<file path="src/rtl/ascon_pkg.sv">
// Shared types, round constants and the word-level round helpers for the Ascon permutation.
// The state is x0..x4, with x0 in the most significant 64 bits of the packed struct.
package ascon_pkg;

  typedef struct packed {
    logic [63:0] x0;
    logic [63:0] x1;
    logic [63:0] x2;
    logic [63:0] x3;
    logic [63:0] x4;
  } ascon_state_t;

  typedef enum logic [1:0] {StIdle, StRun, StDone} perm_state_e;

  localparam int unsigned MAX_ROUNDS = 16;

  // Element [i] is C[i]; element [0] sits rightmost.
  localparam logic [15:0][7:0] ROUND_CONST = {
    8'h4b, 8'h5a, 8'h69, 8'h78, 8'h87, 8'h96, 8'ha5, 8'hb4,
    8'hc3, 8'hd2, 8'he1, 8'hf0, 8'h0f, 8'h1e, 8'h2d, 8'h3c
  };

  function automatic logic [63:0] rotr64(input logic [63:0] x, input int unsigned n);
    return (x >> n) | (x << (64 - n));
  endfunction

  function automatic ascon_state_t ascon_linear(input ascon_state_t s);
    ascon_state_t o;
    o.x0 = s.x0 ^ rotr64(s.x0, 19) ^ rotr64(s.x0, 28);
    o.x1 = s.x1 ^ rotr64(s.x1, 61) ^ rotr64(s.x1, 39);
    o.x2 = s.x2 ^ rotr64(s.x2, 1) ^ rotr64(s.x2, 6);
    o.x3 = s.x3 ^ rotr64(s.x3, 10) ^ rotr64(s.x3, 17);
    o.x4 = s.x4 ^ rotr64(s.x4, 7) ^ rotr64(s.x4, 41);
    return o;
  endfunction

  function automatic ascon_state_t ascon_const_add(input ascon_state_t s, input logic [7:0] c);
    ascon_state_t o;
    o = s;
    o.x2 = s.x2 ^ {56'b0, c};
    return o;
  endfunction

endpackage

</file>
<file path="src/rtl/ascon_round.sv">
// One combinational Ascon round: constant addition, S-box layer, linear diffusion.
module ascon_round
  import ascon_pkg::*;
(
  input  ascon_state_t state_i,
  input  logic [7:0]   const_i,
  output ascon_state_t state_o
);

  ascon_state_t w_added;
  ascon_state_t w_sbox;

  assign w_added = ascon_const_add(state_i, const_i);

  substitution_layer u_sbox (
    .state_i (w_added),
    .state_o (w_sbox)
  );

  assign state_o = ascon_linear(w_sbox);

endmodule

</file>
<file path="src/rtl/substitution_layer.sv">
// Bit-sliced Ascon 5-bit S-box applied in parallel to all 64 slices of the state.
module substitution_layer
  import ascon_pkg::*;
(
  input  ascon_state_t state_i,
  output ascon_state_t state_o
);

  logic [63:0] w_a0, w_a2, w_a4;
  logic [63:0] w_b0, w_b1, w_b2, w_b3, w_b4;

  assign w_a0 = state_i.x0 ^ state_i.x4;
  assign w_a4 = state_i.x4 ^ state_i.x3;
  assign w_a2 = state_i.x2 ^ state_i.x1;

  // Chi-like core: each word absorbs (~next & next-next) of its neighbours.
  assign w_b0 = w_a0 ^ (~state_i.x1 & w_a2);
  assign w_b1 = state_i.x1 ^ (~w_a2 & state_i.x3);
  assign w_b2 = w_a2 ^ (~state_i.x3 & w_a4);
  assign w_b3 = state_i.x3 ^ (~w_a4 & w_a0);
  assign w_b4 = w_a4 ^ (~w_a0 & state_i.x1);

  assign state_o.x0 = w_b0 ^ w_b4;
  assign state_o.x1 = w_b1 ^ w_b0;
  assign state_o.x2 = ~w_b2;
  assign state_o.x3 = w_b3 ^ w_b2;
  assign state_o.x4 = w_b4;

endmodule

</file>
<file path="src/rtl/ascon_permutation.sv">
// Iterative Ascon-p[rnd] engine: 0..16 rounds on a 320-bit state, UNROLL (1 or 2) rounds/clock.
// idx counts up from 16-r to 16 and selects the round constant directly.
module ascon_permutation
  import ascon_pkg::*;
#(
  parameter int unsigned UNROLL = 1
) (
  input  logic         clk_i,
  input  logic         rst_i,
  input  logic         start_i,
  input  logic [4:0]   rounds_i,
  input  ascon_state_t state_i,
  output logic         ready_o,
  output logic         busy_o,
  output logic         done_o,
  output ascon_state_t state_o
);

  perm_state_e  r_fsm;
  ascon_state_t r_state;
  logic [4:0]   r_idx;
  logic         r_ready, r_busy, r_done;

  ascon_state_t w_round0;
  ascon_state_t w_next;
  logic [4:0]   w_step;
  logic [4:0]   w_idx_next;
  logic [4:0]   w_rounds_eff;
  logic [4:0]   w_idx_load;

  assign w_rounds_eff = (rounds_i > 5'(MAX_ROUNDS)) ? 5'(MAX_ROUNDS) : rounds_i;
  assign w_idx_load   = 5'(MAX_ROUNDS) - w_rounds_eff;

  ascon_round u_round0 (
    .state_i (r_state),
    .const_i (ROUND_CONST[r_idx[3:0]]),
    .state_o (w_round0)
  );

  generate
    if (UNROLL == 2) begin : g_unroll2
      logic         w_one_left;
      ascon_state_t w_round1;

      assign w_one_left = (r_idx == 5'd15);

      ascon_round u_round1 (
        .state_i (w_round0),
        .const_i (ROUND_CONST[r_idx[3:0] + 4'd1]),
        .state_o (w_round1)
      );

      // Odd round counts finish with the second instance bypassed.
      assign w_next = w_one_left ? w_round0 : w_round1;
      assign w_step = w_one_left ? 5'd1 : 5'd2;
    end else begin : g_unroll1
      assign w_next = w_round0;
      assign w_step = 5'd1;
    end
  endgenerate

  assign w_idx_next = r_idx + w_step;

  always_ff @(posedge clk_i) begin
    if (rst_i) begin
      r_fsm   <= StIdle;
      r_state <= '0;
      r_idx   <= 5'(MAX_ROUNDS);
      r_ready <= 1'b1;
      r_busy  <= 1'b0;
      r_done  <= 1'b0;
    end else begin
      case (r_fsm)
        StIdle, StDone: begin
          if (start_i) begin
            r_state <= state_i;
            r_idx   <= w_idx_load;
            r_fsm   <= (w_rounds_eff == 5'd0) ? StDone : StRun;
            r_ready <= (w_rounds_eff == 5'd0);
            r_busy  <= (w_rounds_eff != 5'd0);
            r_done  <= (w_rounds_eff == 5'd0);
          end else begin
            r_fsm   <= StIdle;
            r_ready <= 1'b1;
            r_busy  <= 1'b0;
            r_done  <= 1'b0;
          end
        end
        StRun: begin
          r_state <= w_next;
          r_idx   <= w_idx_next;
          if (w_idx_next == 5'(MAX_ROUNDS)) begin
            r_fsm   <= StDone;
            r_ready <= 1'b1;
            r_busy  <= 1'b0;
            r_done  <= 1'b1;
          end
        end
        default: begin
          r_fsm   <= StIdle;
          r_ready <= 1'b1;
          r_busy  <= 1'b0;
          r_done  <= 1'b0;
        end
      endcase
    end
  end

  assign ready_o = r_ready;
  assign busy_o  = r_busy;
  assign done_o  = r_done;
  assign state_o = r_state;

endmodule

</file>
<file path="config.mk">
export PLATFORM = sky130hd
export DESIGN_NAME = ascon_permutation
export DESIGN_NICKNAME = d
export VERILOG_FILES = /design/src/rtl/ascon_pkg.sv /design/src/rtl/ascon_round.sv /design/src/rtl/substitution_layer.sv /design/src/rtl/ascon_permutation.sv
export SDC_FILE = /design/constraint.sdc
export NUM_CORES = 1
export LEC_CHECK = 0
export ABC_CLOCK_PERIOD_IN_PS = 4720
export CAP_MARGIN = 20
export CORE_AREA = 2 2 250 252
export DETAILED_ROUTE_END_ITERATION = 7
export DIE_AREA = 0 0 252 254
export MAX_ROUTING_LAYER = met4
export PLACE_DENSITY_LB_ADDON = 0.2
export SYNTH_ARGS = -nofsm -noshare
export SYNTH_HDL_FRONTEND = slang
export SYNTH_SLANG_ARGS = --single-unit
</file>
<file path="constraint.sdc">
create_clock -name clk_i -period 4.72 [get_ports clk_i]
set_clock_uncertainty 0.05 [all_clocks]
set_input_delay 0.944 -clock clk_i [delete_from_list [all_inputs] [get_ports clk_i]]
set_output_delay 0.944 -clock clk_i [all_outputs]
set_load 0.01 [all_outputs]
</file>
======== After elaboration in Yosys (flattened, before gate mapping) ========
Memories as Yosys holds them, arrays and structs flattened. A register that Yosys moved wholly into a read port is not among the register bits.
Cells that the tools add are included.
word-level totals
  logic and storage cells ................. 89
  input port bits ......................... 328
  memories kept ........................... 1
  register bits ........................... 330
  latch bits .............................. 0
  ROM bits ................................ 128
  output and inout port bits .............. 323
  memory bits (writable) .................. 0
cells by class
  reduce and logical (&&, ||, !) cells .... 6
  div/mod/pow operators ................... 0
  multipliers ............................. 0
  bitwise logic cells ..................... 43
  $lt $le $gt $ge ......................... 2
  add/subtract/negate cells ............... 2
  shift operators ......................... 0
  muxes and demuxes ....................... 20
  equal/unequal tests ..................... 5
memories
  memory            words  width  rd ports  clocked after memory_dff  write ports  RTL line                 source
  (name not given)  16     8      1         1                         0            ascon_permutation.sv:36  .const_i (ROUND_CONST[r_idx[3:0]]),
operators with widths
  kind                                          count
  bitwise XOR 64 bit                            21
  case mux 320 bit (2 select lines)             1
  inverter 64 bit                               6
  AND 64 bit                                    5
  two-way mux 320 bit                           1
  bitwise OR 23 x 64 -> 64 bit                  1
  bitwise OR 25 x 64 -> 64 bit                  1
  bitwise OR 3 x 64 -> 64 bit                   1
  bitwise OR 36 x 64 -> 64 bit                  1
  bitwise OR 45 x 64 -> 64 bit                  1
  bitwise OR 47 x 64 -> 64 bit                  1
  bitwise OR 54 x 64 -> 64 bit                  1
  bitwise OR 57 x 64 -> 64 bit                  1
  bitwise OR 58 x 64 -> 64 bit                  1
  bitwise OR 63 x 64 -> 64 bit                  1
  bitwise XOR 64 x 8 -> 64 bit                  1
  two-way mux 5 bit                             2
  case mux 5 bit (2 select lines)               1
  two-way mux 4 bit                             2
  two-way mux 8 bit                             1
  two-way mux 2 bit                             3
  case mux 1 bit (2 select lines)               3
  adder 5 x 1 -> 5 bit (second input constant)  1
  equality test 5 bit (second input constant)   1
  other kinds (14)                              19

======== Logic depth before layout (Yosys ltp) ========
  depth in word-level cells ............... 12
  depth in mapped cells ................... 8
  mapped depth without buffers ............ 8

======== By module ========
From an unflattened synthesis, not the netlist that was laid out.
second synthesis, totals
  cells, all modules ...................... 3337
  area total of the unflattened synthesis .. 30541.8 µm²
modules (own cells, without submodules)
  module              times used  cells an instance  seq. area each (µm²)  area each (µm²)
  ascon_permutation   1           1860               6746.5                14346.3
  substitution_layer  1           1149               0.0                   8491.9
  ascon_round         1           328                0.0                   7703.6

======== Worst setup path before layout ========
No wires, ideal clock.
  path type ............................... input to register
  from .................................... input start_i
  to ...................................... register r_state (netlist bit state_o[254])
  buffers on the path ..................... 3
  cell stages on the path ................. 7
  data arrival time ....................... 2.152 ns
  setup time .............................. 0.136 ns
  slack ................................... 2.382 ns
  data required time ...................... 4.534 ns
  cell sequence ........................... nor2b_1 clkbuf_1 clkbuf_1 buf_1 nor2_1 a211oi_1 a211oi_2
on the way
  word-level cells in the longest chain between the ends .. 2
ends and longest elaborated chain
  element                        RTL line                 source
  start, declared                ascon_permutation.sv:10  input logic start_i,
  != test 2 bit (no line)        --
  AND reduction 2 bit (no line)  --
  end signal, assigned           ascon_permutation.sv:76  r_state <= state_i;
  end signal, assigned           ascon_permutation.sv:90  r_state <= w_next;
  end, declared                  ascon_permutation.sv:20  ascon_state_t r_state;
No other way between the ends.
A chain may end at the register's enable or synchronous reset.

======== Worst setup path in the final report ========
  from .................................... register r_state (netlist bit state_o[209])
  to ...................................... register r_state (netlist bit state_o[71])
on the way
  word-level cells in the longest chain between the ends .. 7
ends and longest elaborated chain
  element                            RTL line                  source
  bitwise XOR 64 bit                 substitution_layer.sv:14  assign w_a2 = state_i.x2 ^ state_i.x1;
  bitwise XOR 64 bit                 substitution_layer.sv:19  assign w_b2 = w_a2 ^ (~state_i.x3 & w_a4);
  bitwise XOR 64 bit                 substitution_layer.sv:26  assign state_o.x3 = w_b3 ^ w_b2;
  bitwise OR 54 x 64 -> 64 bit       ascon_pkg.sv:24           return (x >> n) | (x << (64 - n));
  bitwise XOR 64 bit (2 in series)   ascon_pkg.sv:32           o.x3 = s.x3 ^ rotr64(s.x3, 10) ^ rotr64(s.x3, 17);
  case mux 320 bit (2 select lines)  ascon_permutation.sv:73   case (r_fsm)
No other way between the ends.

==> metrics list <==
- Result of the run: complete, no violations
- The number of hold buffers added after CTS was 0.
- At the later pin of the worst-skew pair, clock insertion delay measures 600 ps.
- At the end of routability-driven placement, the weighted congestion stood at 1.07.
* Violation count after the first detailed-route iteration: 3,720
* Area used by sequential logic in the layout: 6750 sq um
* Total area of multi-input combinational cells: 20,500 sq um
- Filler cell count: 5,599
* Share of synthesized registers carrying an async set or reset: 0%
- After detailed routing, the total wire length is 149 mm.
- Hold slack: 471 ps
* Achievable clock frequency: 311 MHz
- In this run the worst path has a maximum fanout of 5.
* Initial cell density of the core: 46.6%
- Remaining Overflow, GRT: 0
- The number of global-route vias before repair was 26,900.
- For flop-to-flop paths, the worst setup slack is 1500 ps.
* Met1 Usage GRT: 57.6%
- After the last flow step, the layout net total stands at 4,569.
- In this run the critical register-to-register path is captured at state_o[71]$_SDFFE_PP0P_.
* Final Hold Vio Count: 0
* Number of input and output port buffers inserted: 650
- The clock tree synthesis step divided the H-tree into 2 levels.
- The worst hold path passes through 2 cells.
- Data on the critical path is required at its endpoint by 5170 ps.
- The tool flagged a number of max-cap violations equal to 0.
- Maximum cell stage delay along the critical path: 900 ps
- Kind of start point of the critical path: flip-flop
* Cell at the root of the clock tree: sky130_fd_sc_hd__clkbuf_16
- EDFF count, synth: 0
* Crit path top cell by count: sky130_fd_sc_hd__xnor2_1
* Transition at the pin with the smallest max-transition slack: 1300 ps
* WL per Instance: 30.2 microns
* GR Util met2: 71.7%
* First-pass GRT wire length: 204 mm
- Pre-antenna DRT Iters: 7
- Busiest layer in global routing: met2
* ANT nets after route: 0
- Maximum number of pins on one net before global-route repair: 154
* FF+latch count, synth: 337
* Via total after detailed routing: 28,800
* Part of the cycle the worst path needs: 68.2%
- Worst setup slack before clock tree synthesis: 1550 ps
* Hold Crit Start: busy_o$_SDFFE_PP0P_
- TritonCTS built the clock tree.
- Category of the worst setup path capture point: flip-flop
- Total standard cell area after synthesis: 28,600 sq um
- Final max-slew violation count: 0
* Arrival time at the worst endpoint: 3670 ps
- Detailed placement ended at an HPWL of 121 mm.
- Total global routing track utilization: 46.4%
- For this run, design rule violations remaining after detail routing come to 0.
- Distinct cell type count of the synthesized netlist: 41
- Vias per cell: 5.84
- RSZ-0062 raised after global routing: false
- For this run, the leading register cell type out of synthesis is sky130_fd_sc_hd__dfxtp_1.
- Adding up every negative setup slack in the final design gives 0 ps.
* Critical-path top delay cell: sky130_fd_sc_hd__xnor2_1
- Clock tree synthesis inserted a total of 44 buffers.
- Count of buffers added by post-CTS timing repair for setup: 0
- No sink is reached through more buffers than the 3 on the longest clock path.
* Worst R2R Path Depth: 8
- Path class of the lowest-slack min-delay path: flip-flop to flip-flop
* Cts repair resizes: 0
* Standard-cell row count: 91
- Setup violations remaining at the end of the flow were counted as 0.
- The region available for standard cell placement spans 61,300 sq um.
* Grt met3 use: 10.5%
- The critical path goes through inv_1 -> ha_1 -> xnor2_1 -> buf_4 -> xnor2_1 -> xnor2_1 -> xnor2_1 -> a211oi_1.
- Clk pin slew, worst setup/hold paths: 60 ps
* Ports placed on the boundary: 651
- Min setup slack post-route: 1500 ps
* Final period demand of the worst path: 3220 ps
- In this run the critical register-to-register path is launched from state_o[209]$_SDFFE_PP0P_.
- Number of antenna violations at the first check in global routing: 3
- Start-to-end type of the worst setup path: flip-flop to flip-flop
* Die Span X: 252 microns
- Fraction of the yosys area taken by sequential cells: 23.6%
- Share of cells above drive strength 1: 4.23%
* Synthesis-to-layout area growth: 31.0%
- The floorplan step set the die height to 254 microns.
- Post-Synthesis Net Count: 3,990
- The Yosys step of the flow raised 0 warnings.
- Area of the die: 64,000 sq um
- Averaged over all synthesized cells, the footprint is 8.09 sq um.
* Number of instances in the synthesized netlist: 3,531
- The worst hold path terminates at busy_o$_SDFFE_PP0P_.
- TritonCTS Sinks: 337
- In this run the tightest slew margin relative to its limit is 12.7%.
==> critical path: cells and delay by family (launching register included) <==
family / cells / cell delay (ps)
buffers and inverters: 2 / 280
AOI/OAI and AO/OA: 1 / 270
xor gates and xnor gates: 4 / 1750
adders and majority gates: 1 / 290
DFF: 1 / 480
==> per-layer routing <==
metal  vias up  part of all wire, %
met5         -                    0
met4         0                  5.6
met3       339                   10
met2      1694                   45
met1     13800                   39
li1      12900                    -
==> cell usage in the layout (no fill, tap or decap), drive strengths merged, types with 4 or more instances in the layout <==
master and count:
xnor2 906, a211oi 293, ha 131, buf 62
o21a 4, nor3 5, dfxtp 337, xnor3 13
inv 196, nor2b 6, o21ai 40, a31oi 14
a22oi 26, and3 12, nand2 506, mux2i 26
o22ai 7, nand4 4, a21oi 106, maj3 58
a311oi 71, xor2 209, or3 13, clkbuf 67
nand3 74, nor2 278, clkdlybuf4s50 649
==> area by class of cell <==
type | instances | area share, %
Clock buffer | 66 | 3.59
Multi-Input combinational cell | 2819 | 54.7
Clock inverter | 5 | 0.140
Tap cell | 790 | 2.64
Sequential cell | 337 | 18.0
Timing Repair Buffer | 712 | 18.9
Inverter | 196 | 1.97
Antenna cell | 3 | 0.0201
==> logic make-up (layout without fill, tap and decap cells) <==
kind of cell	after synthesis	in the layout	share of synthesized area [%]
buffers and inverters	375	979	4.94
AO/OA/AOI/OAI	570	570	14.0
XOR/XNOR	1128	1128	36.1
flip-flops	337	337	23.6
AND/OR/NAND/NOR	906	906	12.6
adder cells (fa/ha/maj)	189	189	7.77
other	0	3	0
multiplexers	26	26	0.911
==> worst max path at each step <==
stage                                         start                         to  slack (ps)  cells after the start
after floorplan                             start_i  state_o[254]$_SDFFE_PP0P_        2380                      7
after global placement                      start_i  state_o[227]$_SDFFE_PP0P_        1650                      5
after detailed placement                    start_i  state_o[207]$_SDFFE_PP0P_        1550                      5
after CTS                 state_o[208]$_SDFFE_PP0P_   state_o[80]$_SDFFE_PP0P_        1640                      7
after global routing      state_o[209]$_SDFFE_PP0P_   state_o[71]$_SDFFE_PP0P_        1470                      8
final                     state_o[209]$_SDFFE_PP0P_   state_o[71]$_SDFFE_PP0P_        1500                      8
==> synth_stat cells, types with 2 or more instances <==
master	instances	share of area, %
sky130_fd_sc_hd__a211oi_1	291	7.6
sky130_fd_sc_hd__a211oi_2	2	0.088
sky130_fd_sc_hd__a21oi_1	106	1.9
sky130_fd_sc_hd__a22oi_1	26	0.68
sky130_fd_sc_hd__a311oi_1	71	2.2
sky130_fd_sc_hd__a31oi_1	14	0.31
sky130_fd_sc_hd__and3_1	12	0.26
sky130_fd_sc_hd__buf_1	17	0.22
sky130_fd_sc_hd__buf_2	2	0.035
sky130_fd_sc_hd__clkbuf_1	160	2.1
sky130_fd_sc_hd__dfxtp_1	337	24
sky130_fd_sc_hd__ha_1	131	5.7
sky130_fd_sc_hd__inv_1	195	2.6
sky130_fd_sc_hd__maj3_1	58	2.0
sky130_fd_sc_hd__mux2i_1	26	0.91
sky130_fd_sc_hd__nand2_1	506	6.6
sky130_fd_sc_hd__nand2b_1	3	0.066
sky130_fd_sc_hd__nand3_1	74	1.3
sky130_fd_sc_hd__nand3b_1	2	0.053
sky130_fd_sc_hd__nand4_1	4	0.088
sky130_fd_sc_hd__nor2_1	278	3.7
sky130_fd_sc_hd__nor2b_1	6	0.13
sky130_fd_sc_hd__nor3_1	5	0.088
sky130_fd_sc_hd__o211ai_1	3	0.079
sky130_fd_sc_hd__o21a_1	4	0.11
sky130_fd_sc_hd__o21ai_0	40	0.70
sky130_fd_sc_hd__o22ai_1	7	0.15
sky130_fd_sc_hd__or2_2	2	0.044
sky130_fd_sc_hd__or3_1	13	0.28
sky130_fd_sc_hd__xnor2_1	871	27
sky130_fd_sc_hd__xnor2_2	35	2.0
sky130_fd_sc_hd__xnor3_1	13	1.0
sky130_fd_sc_hd__xor2_1	209	6.4
==> state kept, by name, indices dropped and copies added (netlist names) <==
name	flops
busy_o	1
r_fsm	2
r_idx	5
ready_o	1
state_o	320
u_round0.const_i	8
==> through the flow <==
stage | utilization [%] | instances | instance area (sq um)
3_5_place_dp | 58.8 | 4850 | 36000
4_1_cts | 61.0 | 4921 | 37400
3_3_place_gp | 58.8 | 4849 | 36000
6_report | 61.1 | 4928 | 37400
5_1_grt | 61.1 | 4928 | 37400
2_1_floorplan | - | 3531 | 28600
Power is left out: the tool's default activity adds up to more than one toggle a clock period on the data nets, which glitch-free logic cannot reach.
